--- src/rtl/mux4_rr_sched.sv ---
// Round-robin scheduler for a shared mux4_1 path: four requesters, registered
// one-hot grant and mux selects, with a bounded hold time while others wait.
module mux4_rr_sched #(
    parameter int MAX_HOLD = 4,
    parameter int CNT_W    = 3
) (
    input  logic       clk,
    input  logic       rst_n,
    input  logic [3:0] req,
    output logic [3:0] gnt,
    output logic       s1,
    output logic       s0,
    output logic       busy
);

    typedef enum logic {
        IDLE  = 1'b0,
        GRANT = 1'b1
    } state_t;

    // The counter stores (cycles held - 1) so MAX_HOLD = 2^CNT_W still fits.
    localparam logic [CNT_W-1:0] HOLD_LAST = CNT_W'(MAX_HOLD - 1);

    state_t           state_q, state_d;
    logic [3:0]       gnt_q, gnt_d;
    logic [1:0]       sel_q, sel_d;
    logic [1:0]       last_q, last_d;
    logic [CNT_W-1:0] hold_q, hold_d;
    logic [3:0]       others_s;
    logic [2:0]       pick_s;

    function automatic logic [2:0] pick_next(input logic [3:0] r, input logic [1:0] from);
        logic [2:0] res;
        logic [1:0] idx;
        res = 3'b000;
        for (int i = 4; i >= 1; i--) begin
            idx = from + 2'(i);
            if (r[idx]) begin
                res = {1'b1, idx};
            end else begin
                res = res;
            end
        end
        return res;
    endfunction

    // Next-state, grant and hold-counter logic.
    always_comb begin
        state_d  = state_q;
        gnt_d    = gnt_q;
        sel_d    = sel_q;
        last_d   = last_q;
        hold_d   = hold_q;
        others_s = req & ~gnt_q;
        pick_s   = pick_next(others_s, last_q);
        case (state_q)
            IDLE: begin
                if (pick_s[2]) begin
                    state_d = GRANT;
                    gnt_d   = 4'b0001 << pick_s[1:0];
                    sel_d   = pick_s[1:0];
                    last_d  = pick_s[1:0];
                    hold_d  = {CNT_W{1'b0}};
                end else begin
                    state_d = IDLE;
                end
            end
            GRANT: begin
                // last_q is the current owner while granted.
                if (!req[last_q] || (hold_q == HOLD_LAST && pick_s[2])) begin
                    if (pick_s[2]) begin
                        gnt_d  = 4'b0001 << pick_s[1:0];
                        sel_d  = pick_s[1:0];
                        last_d = pick_s[1:0];
                        hold_d = {CNT_W{1'b0}};
                    end else begin
                        state_d = IDLE;
                        gnt_d   = 4'b0000;
                    end
                end else if (hold_q != HOLD_LAST) begin
                    hold_d = hold_q + CNT_W'(1);
                end else begin
                    hold_d = hold_q;
                end
            end
            default: begin
                state_d = IDLE;
                gnt_d   = 4'b0000;
            end
        endcase
    end

    // State registers with synchronous active-low reset.
    always_ff @(posedge clk) begin
        if (!rst_n) begin
            state_q <= IDLE;
            gnt_q   <= 4'b0000;
            sel_q   <= 2'b00;
            last_q  <= 2'b11;
            hold_q  <= {CNT_W{1'b0}};
        end else begin
            state_q <= state_d;
            gnt_q   <= gnt_d;
            sel_q   <= sel_d;
            last_q  <= last_d;
            hold_q  <= hold_d;
        end
    end

    assign gnt  = gnt_q;
    assign s1   = sel_q[1];
    assign s0   = sel_q[0];
    assign busy = (state_q == GRANT);

endmodule

--- config.mk ---
export PLATFORM = sky130hd
export DESIGN_NAME = mux4_rr_sched
export DESIGN_NICKNAME = d
export VERILOG_FILES = /design/src/rtl/mux4_rr_sched.sv
export SDC_FILE = /design/constraint.sdc
export NUM_CORES = 1
export LEC_CHECK = 0
export CAP_MARGIN = 20
export CORE_MARGIN = 5
export CORE_UTILIZATION = 30
export DETAILED_ROUTE_END_ITERATION = 16
export PLACE_DENSITY_LB_ADDON = 0.05
export SKIP_CTS_REPAIR_TIMING = 1
export SLEW_MARGIN = 20
export SYNTH_ARGS = -nofsm -noshare
export SYNTH_HDL_FRONTEND = slang
export SYNTH_SLANG_ARGS = --single-unit
--- constraint.sdc ---
create_clock -name clk -period 1.7 [get_ports clk]
set_input_delay 0.34 -clock clk [delete_from_list [all_inputs] [get_ports clk]]
set_output_delay 0.34 -clock clk [all_outputs]
set_load 0.02 [all_outputs]
## Word-level counts from Yosys, hierarchy flattened

Index checks and enable logic that the tools add are counted.

| word-level totals | value |
|---|---|
| register bits | 12 |

| cells by class | value |
|---|---|
| add/subtract/negate cells | 4 |
| order comparisons | 4 |
| equality and inequality tests | 5 |
| shift operators | 1 |
| multiplexer cells | 31 |
| bitwise gates (word level) | 3 |
| reductions and logical operators | 4 |

Operator list:

| kind | number |
|---|---|
| 2-to-1 mux 3 bit | 7 |
| < comparator 2 x 3 -> 1 bit, second input constant | 4 |
| 2-to-1 mux 4 bit | 3 |
| binary-select mux 1 bit (select 2 bit) | 5 |
| 2-to-1 mux 2 bit | 4 |
| one-hot mux 2 bit (2 select lines) | 2 |
| one-hot mux 4 bit (2 select lines) | 1 |
| 2-to-1 mux 1 bit | 7 |
| one-hot mux 3 bit (2 select lines) | 1 |
| adder 2 bit, second input constant | 2 |
| bitwise AND 4 bit | 1 |
| NOT 4 bit | 1 |
| << shifter 1 x 2 -> 4 bit, first input constant | 1 |
| adder 3 x 1 -> 3 bit, second input constant | 1 |
| equality test 3 x 2 -> 1 bit, second input constant | 1 |
| inequality test 3 x 1 -> 1 bit, second input constant | 1 |
| inequality test 3 x 2 -> 1 bit, second input constant | 1 |
| adder 2 x 1 -> 2 bit, second input constant | 1 |
| inequality test 2 x 1 -> 1 bit, second input constant | 1 |
| inequality test 2 bit, second input constant | 1 |
| one-hot mux 1 bit (2 select lines) | 1 |
| AND reduction 2 bit | 1 |
| logical AND 1 bit | 1 |
| zero test 1 bit | 1 |
| other kinds (2) | 2 |

## Depth between registers and ports, before layout

Gate-level depths: netlist of run 1.

| logic depth | value |
|---|---|
| depth in word-level cells | 12 |
| gate-level depth with buffers | 6 |
| depth with buffers taken out | 6 |

## Least setup slack after synthesis of run 1

OpenSTA, ideal clock, no wires.

| path | value |
|---|---|
| kind | register to register |
| start point | register gnt_q[0] (netlist: gnt[0]) |
| end point | register last_q[0] |
| setup time | 0.133 ns |
| data arrival time | 1.559 ns |
| data required time | 1.567 ns |
| setup slack | 0.009 ns |
| stages on the path, launching flop included | 6 |
| buffers on the path | 0 |
| path through | dfxtp_1 -> and2b_2 -> or4_4 -> and2_4 -> nor3_1 -> a31oi_1 |

| between the ends | value |
|---|---|
| cells in the longest elaborated chain, start to end | 11 |
| elaborated cells on any way between the ends | 20 |

Ends and longest elaborated chain:

| what | line | source |
|---|---|---|
| start, declared | 25 | `logic [3:0] gnt_q, gnt_d;` |
| start signal, assigned | 103 | `gnt_q <= gnt_d;` |
| NOT 4 bit * | 54 | `others_s = req & ~gnt_q;` |
| bitwise AND 4 bit * | 54 |  |
| binary-select mux 1 bit (select 2 bit) | 38 | `if (r[idx]) begin` |
| 2-to-1 mux 1 bit (implied by the code) | 38 |  |
| 2-to-1 mux 3 bit (3 in a row) | 38 |  |
| 2-to-1 mux 3 bit * | 38 |  |
| 2-to-1 mux 2 bit / logical AND 1 bit (equally long branches) | 58, 71, 70 |  |
| 2-to-1 mux 2 bit / logical OR 1 bit (equally long branches) | 70 | `if (!req[last_q] \|\| (hold_q == HOLD_LAST && pick_s[2])) begin` |
| one-hot mux 2 bit (2 select lines) / inequality test 2 x 1 -> 1 bit (equally long branches) | n/a |  |
| end signal, assigned | 105 | `last_q <= last_d;` |
| end, declared | 27 | `logic [1:0] last_q, last_d;` |

Every way passes the cells marked *; elsewhere a longest branch is shown, timed or not. The select of a mux whose other input is x is not followed.
A chain may end at the register's enable or synchronous reset.

## Worst setup path after layout of run 1

| path | value |
|---|---|
| start point | register state_q (netlist: busy) |
| end point | output busy |

RTL lines:

| what | line | source |
|---|---|---|
| start, declared | 24 | `state_t state_q, state_d;` |
| start signal, assigned | 102 | `state_q <= state_d;` |
| end, declared | 13 | `output logic busy` |

No word-level cell between the ends.

==> results.toml, run 1 <==
[final_layout]
areaGrowthSynthToFinish_pct = 53.5
diodes = 0
post-route-util = 0.477
drive_above_1_share = 0.423
num-nets-final = 114
fin_cells = 132

[worst_setup_path]
reg2reg_depth = 5
cp.depth = 1
crit_chain = "clkdlybuf4s50_1"
critPathBufInv = 1
worst-setup-path-type = "flip-flop to output port"
critical_path.endpoint = "busy"
critPathMaxStageDelay_ps = 640
cp-startpoint = "busy$_SDFF_PN0_"
cp_slowest_cell = "clkdlybuf4s50_1"
critPathCaptureType = "output port"
reg2reg_to = "sel_q[0]$_SDFFE_PN0P_"
cp-start-kind = "flip-flop"
worstPathRequired_ps = 1360
cp_top_family = "buffers and inverters"
crit_fanout = 4
worstPathArrival_ps = 1330
crit-reg2reg-launch = "gnt[2]$_SDFFE_PN0P_"
rrSetupSlack_ps = 90

[clock_tree]
numClockSinks = 12
cts-htree-levels = 1
clockRootBuffer = "clkbuf_4"
clock_path_buffers = 2
clk_transition_reported_paths_ps = 70
cts_tree = "done"
cts_buffers = 3
insertion_delay_ps = 270

[timing]
fin_tns_setup_ps = 0
skew_ps = 0.918
fin_crit_sh = 0.982
tightest_slew_ps = 372
hold_viol = 0
fmax_mhz = 599
slew_violations = 0
relSlewSlack = 0.750
setup_viol = 0
rsz0062_at_grt = "no"
period_minus_slack_ps = 1670

[detailed_routing]
ant_nets = 0
vias = 656
drt_wl_total_mm = 1.81
drt_iter0_markers = 3
drc = 0
wire_per_inst_microns = 13.7
via_per_inst = 4.97
drt-pass1-iter-count = 4

[power_and_ir_drop]
p_sw_frac = 0.363
power_leakage_nw = 0.475
combPwrFrac = 0.520
switching_power_w = 0.000414
p_seq_frac = 0.328
p_int_w = 0.000729
clkPwrFrac = 0.152
max-vdd-ir-drop_mv = 0.625
power_density_mw_per_mm2 = 1090

[floorplan]
initial_core_util = 0.311
num_rows = 17
dieWidth_microns = 57.6
io_pins = 13
die_area_sq_mm = 0.00332
core_sq_mm = 0.00219
die_y_microns = 57.6

[logic_synthesis]
async_reset_ff_frac = 0
yosysSeqAreaShare = 0.353
ys_types = 31
postSynthAreaPerCell_sq_um = 9.72
netlist_area_sq_um = 681
synth_flop_cell = "dfxtp_1"
ys_ff_latch = 12
synth_edf_count = 0
synthesis.nets = 78
ys_warn_count = 0
postSynthCellCount = 70

[run_status]
status = "completed"

[run]
maxCapViolations = 0

[hold_path]
hp-class = "flip-flop to flip-flop"

[global_route]
first_global_vias = 652
antenna_found_initial = 0
grt-ovfl-total = 0
grt_pass1_wl_mm = 3.06
track_usage = 0.120
grt_max_degree = 8

[placement]
place_inst = 127
hpwl_mm = 1.40
place.gp.congestion = 0.721
portBuffers = 12
[cell type report]
cell class	count	area, sq um
clock buffers	3	22.5
flip-flops and latches	12	243
fillers	225	1150
repair buffers	31	275
inverters	4	15.0
well taps	28	35.0
multi-input cells	54	454
[registers in the layout, summed over array words and instances, names as in the netlist]
name	cells
hold_q	3
last_q	2
busy	1
sel_q	2
gnt	4
[cells in the mapped netlist, types with 2 or more instances]
| cell | instances | area (sq um) |
|---|---|---|
| dfxtp_1 | 12 | 240 |
| nor2_1 | 6 | 22.5 |
| a21oi_1 | 5 | 25.0 |
| nand2_1 | 5 | 18.8 |
| inv_1 | 4 | 15.0 |
| o21ai_0 | 4 | 20.0 |
| and2b_2 | 3 | 26.3 |
| nand3_1 | 3 | 15.0 |
| a31oi_1 | 2 | 12.5 |
| ha_1 | 2 | 25.0 |
| nand2b_1 | 2 | 12.5 |
| nor3_1 | 2 | 10.0 |
| o21ai_1 | 2 | 10.0 |
[logic make-up (layout without fill, tap and decap cells)]
group,after synthesis,in the layout,share of synthesized area
adders and majority gates,2,2,0.0368
and+or+nand+nor,29,29,0.298
buffers and inverters,4,38,0.0221
DFF,12,12,0.353
AOI/OAI and AO/OA,21,21,0.241
muxes,2,2,0.0496
[worst register-to-register path, delay by kind of cell, from the launching register on]
family / cells / cell delay (ps)
AO/OA/AOI/OAI: 2 / 160
flip-flops: 1 / 350
AND/OR/NAND/NOR: 3 / 1010
[cells in the final DEF, fill, tap and decap left out]
| cell type | instances |
|---|---|
| buf_4 | 19 |
| dfxtp_1 | 10 |
| clkdlybuf4s50_1 | 7 |
| nor2_1 | 6 |
| nand2_1 | 5 |
| a21oi_1 | 5 |
| dlymetal6s2s_1 | 5 |
| inv_1 | 4 |
| and2b_2 | 3 |
| o21ai_0 | 3 |
| o21ai_1 | 3 |
| nand3_1 | 3 |
| clkbuf_4 | 3 |
| nand2b_1 | 2 |
| a31oi_1 | 2 |
| ha_1 | 2 |
| dfxtp_2 | 2 |
| nor2b_4 | 1 |
| nor3_1 | 1 |
| o32ai_2 | 1 |
| nor3b_2 | 1 |
| o21bai_1 | 1 |
| mux2_4 | 1 |
| or4_4 | 1 |
| mux4_2 | 1 |
| nand3b_4 | 1 |
| and2_4 | 1 |
| o32a_2 | 1 |
| o21ai_4 | 1 |
| nand3_4 | 1 |
| a21oi_4 | 1 |
| o31ai_4 | 1 |
| a32o_1 | 1 |
| nor3_2 | 1 |
| nor4_2 | 1 |
| o31ai_2 | 1 |
| or2_2 | 1 |
[per-layer routing]
metal  vias to the layer above  part of all wire  track usage  wire length, microns
met1                       311              0.47        0.162                   847
met2                        14              0.46        0.173                   830
li1                        327                 -            -                     -
met3                         4             0.062       0.0401                   112
met4                         0             0.013       0.0497                    24
met5                         -                 0            0                     0
[power groups by stage]
stage / Sequential (W) / Combinational [W] / Clock [W]
after floorplan: 0.000420 / 0.000253 / 0
after global placement: 0.000378 / 0.000564 / 0
after detailed placement: 0.000378 / 0.000560 / 0
after CTS: 0.000372 / 0.000563 / 0.000178
after global routing: 0.000382 / 0.000647 / 0.000187
final: 0.000374 / 0.000594 / 0.000174
[how the worst min path moves through the flow]
stage                                 from                     end  slack, ps  cells past startpoint
floorplan                            rst_n  last_q[1]$_SDFFE_PN1P_        410                      1
global placement    hold_q[1]$_SDFFE_PN0P_  hold_q[1]$_SDFFE_PN0P_        460                      2
detailed placement  hold_q[1]$_SDFFE_PN0P_  hold_q[1]$_SDFFE_PN0P_        470                      2
CTS                 hold_q[1]$_SDFFE_PN0P_  hold_q[1]$_SDFFE_PN0P_        480                      2
finish              hold_q[1]$_SDFFE_PN0P_  hold_q[1]$_SDFFE_PN0P_        470                      2
global route        hold_q[1]$_SDFFE_PN0P_  hold_q[1]$_SDFFE_PN0P_        490                      2
[per-stage QoR]
stage	instance area [sq um]	hold WS [ps]	power (W)	setup slack, ps
floorplan	681	412	0.000673	8.72
global placement	963	462	0.000942	-348
detailed placement	963	468	0.000938	-327
CTS	986	478	0.00111	-54.1
global route	1040	493	0.00122	0.0613
finish	1040	475	0.00114	31.1
(Power assumes the default switching activity.)
==> inputs of run 2 (changes only) <==
Settings changed: GPL_TIMING_DRIVEN set to 0.
==> run 2 against run 1 <==
- first-iteration DRC count grew to 5.0 times the previous value
- worst hold slack got worse by 5.0 ps
- total power shrank 9.7%
- sequential share of layout area grew 2.3 points
- critical path type is now flip-flop to flip-flop
- critical endpoint is now gnt[0]$_SDFFE_PN0P_
- largest cell class unchanged
- largest power group unchanged
- highest routed layer unchanged
==> results.toml, run 2 (same netlist as run 1, synthesis figures left out) <==
[worst_setup_path]
worstPathRequired_ps = 1900
cp-start-kind = "flip-flop"
crit_fanout = 4
critPathCaptureType = "flip-flop"
reg2reg_depth = 5
worst-setup-path-type = "flip-flop to flip-flop"
worstPathArrival_ps = 1850

[timing]
setup_viol = 0
hold_viol = 0
rsz0062_at_grt = "no"
fin_ws_ps = 53.6
whs_ps = 470
fmax_mhz = 607
relSlewSlack = 0.752
skew_ps = 6.08
period_minus_slack_ps = 1650
tightest_slew_ps = 369
fin_tns_setup_ps = 0
fin_crit_sh = 0.968
slew_violations = 0

[placement]
hpwl_mm = 1.14
post_dp_cell_area_sq_um = 836
place.gp.congestion = 0.864
place_ws_ps = -479
portBuffers = 12
place_inst = 110

[detailed_routing]
drt_wl_total_mm = 1.59
ant_nets = 0
drc = 0
wire_per_inst_microns = 13.5
vias = 589
drt-pass1-iter-count = 4
drt_iter0_markers = 15
via_per_inst = 4.99

[global_route]
grt_pass1_wl_mm = 2.53
grt_max_degree = 9
first_global_vias = 530
grt-ovfl-total = 0
grt_util_met1 = 0.140
use_met3 = 0.0290
track_usage = 0.102
antenna_found_initial = 0
gr-usage-met2 = 0.134
grt_busiest_layer = "met1"

[clock_tree]
cts-htree-levels = 1
numClockSinks = 12
clock_path_buffers = 2
cts_buffers = 3
cts_tree = "done"
clk_transition_reported_paths_ps = 70
insertion_delay_ps = 270
clockRootBuffer = "clkbuf_4"

[run_status]
status = "completed"

[floorplan]
num_rows = 17
dieWidth_microns = 57.6
core_sq_mm = 0.00219
io_pins = 13
die_y_microns = 57.6
initial_core_util = 0.311
die_area_sq_mm = 0.00332

[final_layout]
num-nets-final = 100
fin_cells = 118
multi_input_area_sq_um = 462
stdcell_area_sq_um = 946
seqCellArea_sq_um = 241
largest_reg_flops = 4
areaGrowthSynthToFinish_pct = 39.0
drive_above_1_share = 0.344
diodes = 0
final_cell_mix = "11 x dfxtp_1, 7 x clkdlybuf4s50_1"
final_common_cell = "dfxtp_1"
nFillCells = 219

[hold_path]
holdPathStages = 2
hp-class = "flip-flop to flip-flop"

[power_and_ir_drop]
max-vdd-ir-drop_mv = 0.474
p_int_w = 0.000641
clkPwrFrac = 0.168
power_leakage_nw = 0.401
p_seq_frac = 0.373
combPwrFrac = 0.459
p_sw_frac = 0.378
switching_power_w = 0.000391
power_density_mw_per_mm2 = 1090

[run]
maxCapViolations = 0
[run 2: final timing paths]
kind                           from                      to  slack [ps]
max             gnt[1]$_SDFFE_PN0P_     gnt[0]$_SDFFE_PN0P_          50
min          hold_q[1]$_SDFFE_PN0P_  hold_q[1]$_SDFFE_PN0P_         470
max reg2reg     gnt[1]$_SDFFE_PN0P_     gnt[0]$_SDFFE_PN0P_          50
min reg2reg  hold_q[1]$_SDFFE_PN0P_  hold_q[1]$_SDFFE_PN0P_         470
[run 2: critical path, stage by stage (launching register included)]
cell and delay (ps):
dfxtp_1 360, and2b_2 260, or4_4 550, a21oi_4 230, nand2_1 120, o31ai_4 60
[run 2: power groups by stage]
stage / combinational [W] / clock, W / sequential, W
5_1_grt: 0.000511 / 0.000199 / 0.000395
2_1_floorplan: 0.000253 / 0 / 0.000420
4_1_cts: 0.000423 / 0.000185 / 0.000381
3_5_place_dp: 0.000420 / 0 / 0.000388
3_3_place_gp: 0.000423 / 0 / 0.000388
6_report: 0.000474 / 0.000173 / 0.000385
[run 2: final cells by class]
type,count,area share
flip-flops and latches,12,0.255
multi-input cells,54,0.488
repair buffers,17,0.180
well taps,28,0.0370
clock buffers,3,0.0238
inverters,4,0.0159
[run 2: stage by stage]
step | util | total power [W]
after floorplan | - | 0.000673
after global placement | 0.381 | 0.000811
after detailed placement | 0.381 | 0.000808
after CTS | 0.392 | 0.000989
after global routing | 0.432 | 0.00110
final | 0.432 | 0.00103
[run 2: layer usage]
metal,vias to the layer above,part of all wire
li1,300,-
met1,271,0.52
met2,15,0.40
met3,3,0.052
met4,0,0.018
met5,-,0
==> inputs of run 3 (changes only) <==
Settings changed: CAP_MARGIN 20 to not set.
==> results of run 3 <==
Same layout as run 2: the final DEF is identical, and so are final timing and power.
